<file path="config.mk">
export PLATFORM = sky130hd
export DESIGN_NAME = bounce_level_ctrl
export DESIGN_NICKNAME = d
export VERILOG_FILES = /design/src/rtl/bounce_pkg.sv /design/src/rtl/bounce_frame_div.sv /design/src/rtl/bounce_level_ctrl.sv
export SDC_FILE = /design/constraint.sdc
export NUM_CORES = 1
export LEC_CHECK = 0
export ABC_AREA = 1
export BUFFER_PORTS_ARGS = -buffer_cell sky130_fd_sc_hd__buf_2
export CAP_MARGIN = 15
export CORE_MARGIN = 2
export CORE_UTILIZATION = 60
export CTS_CLUSTER_SIZE = 24
export DETAILED_ROUTE_END_ITERATION = 10
export PLACE_DENSITY = 0.8
export SYNTH_ARGS = -nofsm -noshare
export SYNTH_HDL_FRONTEND = slang
export SYNTH_SLANG_ARGS = --single-unit
export TNS_END_PERCENT = 1
</file>
<file path="constraint.sdc">
create_clock -name clk -period 2.5 [get_ports clk]
set_input_delay 0.25 -clock clk [delete_from_list [all_inputs] [get_ports clk]]
set_output_delay 0.25 -clock clk [all_outputs]
set_load 0.02 [all_outputs]
</file>
<file path="src/rtl/bounce_pkg.sv">
// Shared types and default constants for the bounce difficulty scheduler.
package bounce_pkg;

  localparam int SPEED_W = 4;
  localparam int LEVEL_W = 4;
  localparam int HITC_W  = 4;
  localparam int FDIV_W  = 6;

  localparam int DEF_HITS_PER_LEVEL = 5;
  localparam int DEF_MAX_LEVEL      = 9;
  localparam int DEF_BASE_SPEED     = 1;
  localparam int DEF_RAMP_FRAMES    = 30;

  typedef enum logic [1:0] {
    IDLE = 2'b00,
    RUN  = 2'b01,
    RAMP = 2'b10,
    HOLD = 2'b11
  } state_t;

endpackage

</file>
<file path="src/rtl/bounce_frame_div.sv">
// Clearable modulo-RAMP_FRAMES counter on qualified frame ticks; step_o marks
// the tick that wraps the count.
module bounce_frame_div
  import bounce_pkg::*;
#(
  parameter int RAMP_FRAMES = DEF_RAMP_FRAMES
) (
  input  logic              clk,
  input  logic              reset,
  input  logic              clr_i,
  input  logic              en_i,
  output logic              step_o,
  output logic [FDIV_W-1:0] cnt_o
);

  localparam logic [FDIV_W-1:0] LAST = FDIV_W'(RAMP_FRAMES - 1);

  logic [FDIV_W-1:0] cnt_q;
  logic [FDIV_W-1:0] cnt_d;

  // Next count: clear wins, otherwise advance and wrap on enabled ticks.
  always_comb begin
    cnt_d = cnt_q;
    if (clr_i) begin
      cnt_d = '0;
    end else if (en_i) begin
      cnt_d = (cnt_q == LAST) ? '0 : cnt_q + 1'b1;
    end
  end

  // Count register.
  always_ff @(posedge clk or posedge reset) begin
    if (reset) cnt_q <= '0;
    else       cnt_q <= cnt_d;
  end

  assign step_o = en_i && !clr_i && (cnt_q == LAST);
  assign cnt_o  = cnt_q;

endmodule

</file>
<file path="src/rtl/bounce_level_ctrl.sv">
// Difficulty scheduler: counts hits, advances level every HITS_PER_LEVEL hits,
// and ramps ball speed one step per RAMP_FRAMES frame ticks toward the target.
module bounce_level_ctrl
  import bounce_pkg::*;
#(
  parameter int HITS_PER_LEVEL = DEF_HITS_PER_LEVEL,
  parameter int MAX_LEVEL      = DEF_MAX_LEVEL,
  parameter int BASE_SPEED     = DEF_BASE_SPEED,
  parameter int RAMP_FRAMES    = DEF_RAMP_FRAMES
) (
  input  logic               clk,
  input  logic               reset,
  input  logic               frame_tick,
  input  logic               run,
  input  logic               game_clr,
  input  logic               hit,
  input  logic               miss,
  output logic [SPEED_W-1:0] speed,
  output logic [LEVEL_W-1:0] level,
  output logic               level_up,
  output logic               ramping
);

  localparam logic [HITC_W-1:0]  HIT_LAST = HITC_W'(HITS_PER_LEVEL - 1);
  localparam logic [LEVEL_W-1:0] LVL_MAX  = LEVEL_W'(MAX_LEVEL);
  localparam logic [SPEED_W-1:0] BASE     = SPEED_W'(BASE_SPEED);

  state_t             state_q, state_d;
  logic [LEVEL_W-1:0] level_q, level_d;
  logic [HITC_W-1:0]  hit_cnt_q, hit_cnt_d;
  logic [SPEED_W-1:0] speed_q, speed_d;
  logic [SPEED_W-1:0] target_q, target_d;
  logic               level_up_q, level_up_d;
  logic               ramping_q, ramping_d;

  logic               div_en;
  logic               div_clr;
  logic               div_step;
  logic [FDIV_W-1:0]  div_cnt;
  logic               lvl_wrap;

  // A hit that completes the group while the level can still rise.
  assign lvl_wrap = hit && (hit_cnt_q == HIT_LAST) && (level_q < LVL_MAX);

  // Frame ticks only advance the divider while actively ramping; the divider
  // restarts on a level-up out of RUN (not during RAMP) and on game clear.
  assign div_en  = (state_q == RAMP) && run && frame_tick && !miss && !game_clr;
  assign div_clr = game_clr || ((state_q == RUN) && !miss && lvl_wrap);

  bounce_frame_div #(
    .RAMP_FRAMES (RAMP_FRAMES)
  ) u_div (
    .clk    (clk),
    .reset  (reset),
    .clr_i  (div_clr),
    .en_i   (div_en),
    .step_o (div_step),
    .cnt_o  (div_cnt)
  );

  // Next-state: game_clr > miss > hit > run/frame_tick.
  always_comb begin
    state_d    = state_q;
    level_d    = level_q;
    hit_cnt_d  = hit_cnt_q;
    speed_d    = speed_q;
    target_d   = target_q;
    level_up_d = 1'b0;

    if (game_clr) begin
      state_d   = IDLE;
      level_d   = '0;
      hit_cnt_d = '0;
      speed_d   = BASE;
      target_d  = BASE;
    end else begin
      unique case (state_q)
        IDLE: begin
          if (run) state_d = RUN;
        end
        RUN, RAMP: begin
          if (miss) begin
            state_d = HOLD;
            if (state_q == RAMP) speed_d = target_q;
          end else begin
            if (hit) begin
              if (hit_cnt_q == HIT_LAST) begin
                hit_cnt_d = '0;
                if (level_q < LVL_MAX) begin
                  level_d    = level_q + 1'b1;
                  level_up_d = 1'b1;
                  target_d   = BASE + SPEED_W'(level_d);
                  state_d    = RAMP;
                end
              end else begin
                hit_cnt_d = hit_cnt_q + 1'b1;
              end
            end
            // Target is settled above, so the step-completion test sees any
            // level-up from this same cycle.
            if (!run) begin
              state_d = HOLD;
            end else if (div_step) begin
              speed_d = speed_q + 1'b1;
              if (speed_d == target_d) state_d = RUN;
            end
          end
        end
        HOLD: begin
          if (run) state_d = (speed_q < target_q) ? RAMP : RUN;
        end
        default: state_d = IDLE;
      endcase
    end

    ramping_d = (speed_d != target_d);
  end

  // State and datapath registers.
  always_ff @(posedge clk or posedge reset) begin
    if (reset) begin
      state_q    <= IDLE;
      level_q    <= '0;
      hit_cnt_q  <= '0;
      speed_q    <= BASE;
      target_q   <= BASE;
      level_up_q <= 1'b0;
      ramping_q  <= 1'b0;
    end else begin
      state_q    <= state_d;
      level_q    <= level_d;
      hit_cnt_q  <= hit_cnt_d;
      speed_q    <= speed_d;
      target_q   <= target_d;
      level_up_q <= level_up_d;
      ramping_q  <= ramping_d;
    end
  end

  assign speed    = speed_q;
  assign level    = level_q;
  assign level_up = level_up_q;
  assign ramping  = ramping_q;

endmodule

</file>
======== After elaboration in Yosys (flattened, before gate mapping) ========
Index checks and enable logic that the tools add are counted.
storage, ports and cells
  register bits after elaboration ......... 26
  bits of input ports ..................... 7
  output and inout bits ................... 10
operators by class
  add/subtract/negate cells ............... 5
  magnitude comparators ................... 2
  equal/unequal tests ..................... 10
  multiplexer cells ....................... 47
  reduce and logical (&&, ||, !) cells .... 24
operator list
  operator                                              number
  two-way mux 4 bit                                     26
  two-way mux 2 bit                                     11
  two-way mux 6 bit                                     3
  adder 4 x 1 -> 4 bit (second input constant)          3
  logical AND 1 bit                                     10
  nonzero test 2 bit                                    5
  adder 6 x 1 -> 6 bit (second input constant)          1
  equality test 6 x 5 -> 1 bit (second input constant)  1
  two-way mux 1 bit                                     6
  inequality test 3 bit (second input constant)         2
  case mux 2 bit (3 select lines)                       1
  AND reduction 5 bit                                   1
  adder 1 x 4 -> 4 bit (first input constant)           1
  equality test 2 bit (second input constant)           2
  equality test 4 x 3 -> 1 bit (second input constant)  1
  equality test 4 bit                                   1
  less-than comparator 4 bit                            1
  less-than comparator 4 bit (second input constant)    1
  inequality test 4 bit                                 1
  logical NOT 1 bit                                     3
  AND reduction 3 bit                                   1
  equality test 2 x 1 -> 1 bit (second input constant)  1
  logical NOT 2 bit                                     1
  inequality test 2 bit (second input constant)         1
  other kinds (3)                                       3

======== Depth between registers and ports, before layout ========
  word-level depth ........................ 15
  depth in mapped cells ................... 18
  mapped depth without buffers ............ 18

======== Cells and area by module ========
Synthesis repeated with hierarchy kept, for this count alone.
second synthesis, totals
  cells, all modules ...................... 268
  area total of the unflattened synthesis .. 1974.4 sq um
by module, submodules not included
  module             times used  cells an instance  area each (sq um)  sequential area each (sq um)
  bounce_level_ctrl  1           223                1587.8             503.0
  bounce_frame_div   1           45                 386.6              150.1

======== Worst setup path after synthesis ========
No wires, ideal clock.
  path kind ............................... register -> register
  from .................................... register level_q[0], in the netlist level[0]
  to ...................................... register state_q[1]
  setup time .............................. 0.117 ns
  arrival time ............................ 1.814 ns
  setup slack ............................. 0.570 ns
  cell stages (with the launch flop) ...... 18
  path buffers ............................ 0
  period minus slack after synthesis ...... 1.930 ns
  cells stage by stage .................... dfrtp_1 inv_2 ha_1 inv_1 nand2_1 nand2_1 nand3b_1 nand2_1 nand2_1 nand2_1 nor2_1 nand3_1 nand2_1 nand2_1 nand2_1 nand2_1 nand2_1 nand2_1
between the ends
  longest elaborated chain between the ends .. 15
  elaborated cells on any way between the ends .. 25
  classes of those cells .................. add/sub (2); order compare (1); eq/ne (1); mux (15); reduce/logical (6)
ends and longest elaborated chain
  what                               RTL line                  RTL
  start, declared                    bounce_level_ctrl.sv:29   logic [LEVEL_W-1:0] level_q, level_d;
  start signal, assigned             bounce_level_ctrl.sv:131  level_q <= level_d;
  adder 4 x 1 -> 4 bit               bounce_level_ctrl.sv:90   level_d = level_q + 1'b1;
  adder 1 x 4 -> 4 bit               bounce_level_ctrl.sv:92   target_d = BASE + SPEED_W'(level_d);
  two-way mux 4 bit                  bounce_level_ctrl.sv:89   if (level_q < LVL_MAX) begin
  two-way mux 4 bit                  bounce_level_ctrl.sv:87   if (hit_cnt_q == HIT_LAST) begin
  two-way mux 4 bit                  bounce_level_ctrl.sv:86   if (hit) begin
  two-way mux 4 bit                  bounce_level_ctrl.sv:82   if (miss) begin
  two-way mux 4 bit                  bounce_level_ctrl.sv:77   unique case (state_q)
  two-way mux 4 bit                  bounce_level_ctrl.sv:70   if (game_clr) begin
  equality test 4 bit                bounce_level_ctrl.sv:105  if (speed_d == target_d) state_d = RUN;
  two-way mux 2 bit                  bounce_level_ctrl.sv:105
  two-way mux 2 bit *                bounce_level_ctrl.sv:103  end else if (div_step) begin
  two-way mux 2 bit *                bounce_level_ctrl.sv:101  if (!run) begin
  two-way mux 2 bit *                bounce_level_ctrl.sv:82
  case mux 2 bit (3 select lines) *  bounce_level_ctrl.sv:77
  two-way mux 2 bit *                bounce_level_ctrl.sv:70
  end signal, assigned               bounce_level_ctrl.sv:130  state_q <= state_d;
  end, declared                      bounce_level_ctrl.sv:28   state_t state_q, state_d;
Every way passes the cells marked *; elsewhere a longest branch is shown, timed or not. The select of a mux whose other input is x is not followed.
A chain may end at the register's enable or synchronous reset.

======== Worst setup path in the final report ========
  from .................................... register state_q[0]
  to ...................................... register level_q[2], in the netlist level[2]
between the ends
  longest elaborated chain between the ends .. 4
  elaborated cells on any way between the ends .. 5
  classes of those cells .................. eq/ne (2); reduce/logical (3)
ends and longest elaborated chain
  what                                                                        RTL line
  equality test 2 x 1 -> 1 bit / equality test 2 bit (equally long branches)  bounce_level_ctrl.sv:77
  OR reduction 2 bit *                                                        bounce_level_ctrl.sv:77
  nonzero test 2 bit (no line) *                                              -
  AND reduction 5 bit (no line) *                                             -
Every way passes the cells marked *; elsewhere a longest branch is shown, timed or not.

==> metrics.log <==
[metrics] Area growth, synth to finish: 9.09%
[metrics] post-detailed-route wirelength per cell: 12.6 µm
[metrics] R2R cell count: 12
[metrics] worst r2r dst: level[2]$_DFFE_PP0P_
[metrics] mean post-synth cell area: 7.12 µm²
[metrics] number of nets produced by synthesis: 317
[metrics] Peak supply drop: around 0.00067 V
[metrics] largest fanout on the critical path: 6
[metrics] Final Slew Violations: 0
[metrics] CP required: ~2.8 ns
[metrics] source-to-sink clock delay at the later pin of the worst-skew pair: 0.34 ns
[metrics] share of the clock period used by the worst path: 0.872
[metrics] Die H: 63.1 µm
[metrics] reg-to-reg setup timing slack: 0.32 ns
[metrics] arrival time at the worst endpoint: 2.44 ns
[metrics] total power per unit cell area: between 700 and 800 nW/µm²
[metrics] Primary FF master, synth: dfrtp_1
[metrics] Critical Path End Type: register
[metrics] Antenna Diode Count: 0
[metrics] width of the chip: 63.1 µm
[metrics] number of enable-type register cells in the synthesized netlist: 0
[metrics] Post-CTS Setup Repair Bufs: 0
[metrics] starting density of the core: 0.627
[metrics] maximum number of pins on one net before global-route repair: 27
[metrics] RSZ-0062 raised after global routing: false
[metrics] drt first pass iters: 4
[metrics] max frequency: 0.459 GHz
[metrics] ratio of cells with drive above 1 in the final layout: 0.165
[metrics] result of the run: finished, final reports clean
[metrics] fin crit period: 2.18 ns
[metrics] final setup violation count: 0
[metrics] category of the critical setup timing path: reg2reg
[metrics] cell count after synthesis: slightly below 300
[metrics] final count of hold timing violations: 0
[metrics] final wirelength: 4570 µm
[metrics] start of the worst register-to-register path: state_q[0]$_DFFE_PP0P_
[metrics] Net Switching: 0.742 mW
[metrics] I/O pin count: 17
[metrics] root buffer selected by CTS: clkbuf_4
[metrics] number of design rule violations left after detail routing: 0
[metrics] number of vias after detailed routing: 1965
[metrics] post-synthesis instance area: 2090 µm²
[metrics] fraction of synthesized cell area taken by the top area cell type: 0.287
[metrics] number of antenna violations at the first check in global routing: 0
[metrics] Static Leakage: ~1.2 nW
[metrics] biggest area contributors in the synthesized netlist: dfrtp_1 29%, nand2_1 14%, ha_1 9.6%
[metrics] TritonCTS clock tree: done
[metrics] I/O Buffers: 16
[metrics] warnings from Yosys: 0
[metrics] Worst Hold Depth: 2
[metrics] Final Instance Count excl. Fillers: 361
[metrics] Core Area: 3340 µm²
[metrics] final-layout setup total negative slack: 0 ns
[metrics] number of nets at the end of the flow: 339
[metrics] fraction of power consumed by the clock network: 0.143
[metrics] skew final: 0.00892 ns
[metrics] Internal Power: 0.866 mW
[metrics] Clock Sinks: 26
[metrics] kind of launch point of the worst setup path: register
[metrics] global-route wire length before repair: 8110 µm
[metrics] Die Area: 3980 µm²
[metrics] slew at the pin with the worst max-slew slack: around 0.34 ns
[metrics] dominant cell by count in the synthesized netlist: nand2_1
[metrics] share of the yosys chip area belonging to registers: 0.312
[metrics] Post-Route Utilization: 0.684
[metrics] ANT nets after route: 0
[metrics] Seq cells post-synth: 26
[metrics] TritonCTS buffer count: 3
[metrics] path class of the lowest-slack min-delay path: in2reg
[metrics] number of placed cells counting well taps: 356
[metrics] hold_sp: game_clr
[metrics] Max Cap Viol: 0
[metrics] post-cts gate resize count: 0
[metrics] placer congestion estimate: roughly 0.95
[metrics] endpoint of the worst hold-timing path: level_up$_DFF_PP0_
[metrics] detail-routed via count per cell: 5.44
[metrics] fraction of power spent switching nets: 0.462
[metrics] initial drt markers: 102
[metrics] share of power burned in registers: 0.357
[metrics] Clock Pin Slew Worst Setup and Hold Paths: 0.16 ns
[metrics] combinational power share: 0.500
[metrics] FFs w/ async S/R, synth: 1.00
[metrics] All-Layer GR Usage: 0.250
[metrics] post-synthesis cell type with the largest combined area: dfrtp_1
[metrics] maximum level of the CTS H-tree: 1
[metrics] number of placement rows: 21
[metrics] DPL Wire Length: 3460 µm
[metrics] number of global-route vias before repair: 1885
[metrics] headroom to the max-slew limit: 0.774
[metrics] Filler cells: about 310
[metrics] top cells by instance count after synthesis: 78 x nand2_1, 45 x inv_1, 26 x nand3_1, 24 x dfrtp_1
[metrics] aggregate global routing overflow: 0
[metrics] Synth cell types: 31
[metrics] maximum count of clock buffers along a single path: 2
==> area by class of cell <==
type                    instances  area, µm²  area share
inverters                      53        201      0.0882
multi-input cells             213       1230       0.539
flip-flops and latches         26        653       0.286
well taps                      46       57.6      0.0252
repair buffers                 19        105      0.0460
clock buffers                   4       36.3      0.0159
==> routing by layer <==
| layer | share of wire | routed length [µm] | up-vias | global-route usage |
|---|---|---|---|---|
| met1 | 0.48 | 2200 | 915 | 0.339 |
| met4 | 0.011 | 50 | 0 | 0.0667 |
| li1 | - | - | 992 | - |
| met3 | 0.037 | 167 | 6 | 0.0286 |
| met2 | 0.47 | 2150 | 52 | 0.423 |
| met5 | 0 | 0 | - | 0 |
==> worst max path at each step <==
stage               slack (ns)                      to  depth (start not counted)              startpoint
floorplan                 0.57  state_q[1]$_DFFE_PP0P_                         17    level[0]$_DFFE_PP0P_
global placement          0.38    level[1]$_DFFE_PP0P_                         12  state_q[0]$_DFFE_PP0P_
detailed placement        0.36    level[2]$_DFFE_PP0P_                         12  state_q[0]$_DFFE_PP0P_
CTS                       0.32    level[2]$_DFFE_PP0P_                         12  state_q[0]$_DFFE_PP0P_
global route              0.09  state_q[1]$_DFFE_PP0P_                         18    level[0]$_DFFE_PP0P_
finish                    0.32    level[2]$_DFFE_PP0P_                         12  state_q[0]$_DFFE_PP0P_
==> state kept, by name (all words and copies together), names as in the netlist <==
name and count:
speed 4, target_q 4, state_q 2, level_up 1, level 4, ramping 1
u_div.cnt_o 6, hit_cnt_q 4
==> cell families after synthesis <==
logic type	count (synthesis)	synth area share
and+or+nand+nor	152	0.357
buffers and inverters	55	0.100
AOI/OAI and AO/OA	38	0.105
DFF	26	0.312
adders and majority gates	16	0.0956
xor gates and xnor gates	6	0.0251
muxes	1	0.00478
==> cell usage in the layout, fill, tap and decap left out, types with 2 or more instances in the layout <==
| cell | instances |
|---|---|
| nand2_1 | 78 |
| inv_1 | 45 |
| nand3_1 | 26 |
| dfrtp_1 | 24 |
| o21ai_0 | 16 |
| ha_1 | 16 |
| buf_2 | 16 |
| nor2_1 | 14 |
| a21oi_1 | 11 |
| nand4_1 | 9 |
| inv_2 | 7 |
| o22ai_1 | 6 |
| xor2_1 | 5 |
| nor3_1 | 5 |
| nor2_4 | 4 |
| nor2_2 | 3 |
| nand3b_1 | 3 |
| nand3_2 | 3 |
| nand2_2 | 3 |
| clkbuf_4 | 3 |
| nand3_4 | 2 |
| a21oi_2 | 2 |
| buf_4 | 2 |
| dfstp_2 | 2 |
==> through the flow <==
step | hold slack, ns | cell area, µm² | power (mW) | setup WS (ns)
floorplan | 0.289 | 2090 | 1.17 | 0.570
global placement | 0.323 | 2240 | 1.35 | 0.383
detailed placement | 0.327 | 2240 | 1.37 | 0.364
CTS | 0.263 | 2280 | 1.59 | 0.324
global route | 0.276 | 2280 | 1.74 | 0.0900
finish | 0.256 | 2280 | 1.61 | 0.321
==> repair_timing <==
| item | in CTS | in global routing |
|---|---|---|
| hold endpoints to repair | 24 | 0 |
| endpoints found under the setup margin | 0 | 0 |
| hold buffers | 1 | 0 |
==> worst max-delay path, cell delays in order, from the launching register on <==
cell	delay, ns
dfrtp_1	0.46
inv_1	0.10
ha_1	0.39
inv_2	0.11
nor2_4	0.15
inv_2	0.09
nor2_2	0.16
inv_1	0.08
nor3_2	0.14
inv_1	0.09
nor2_2	0.14
inv_1	0.08
o22ai_1	0.12
==> power groups by stage <==
stage / Clock (mW) / Sequential, mW / Combinational, mW
global placement: 0 / 0.580 / 0.775
finish: 0.230 / 0.573 / 0.805
detailed placement: 0 / 0.579 / 0.786
CTS: 0.226 / 0.570 / 0.797
global route: 0.241 / 0.583 / 0.916
floorplan: 0 / 0.601 / 0.572
No activity file was read; power rests on OpenSTA's default activity.
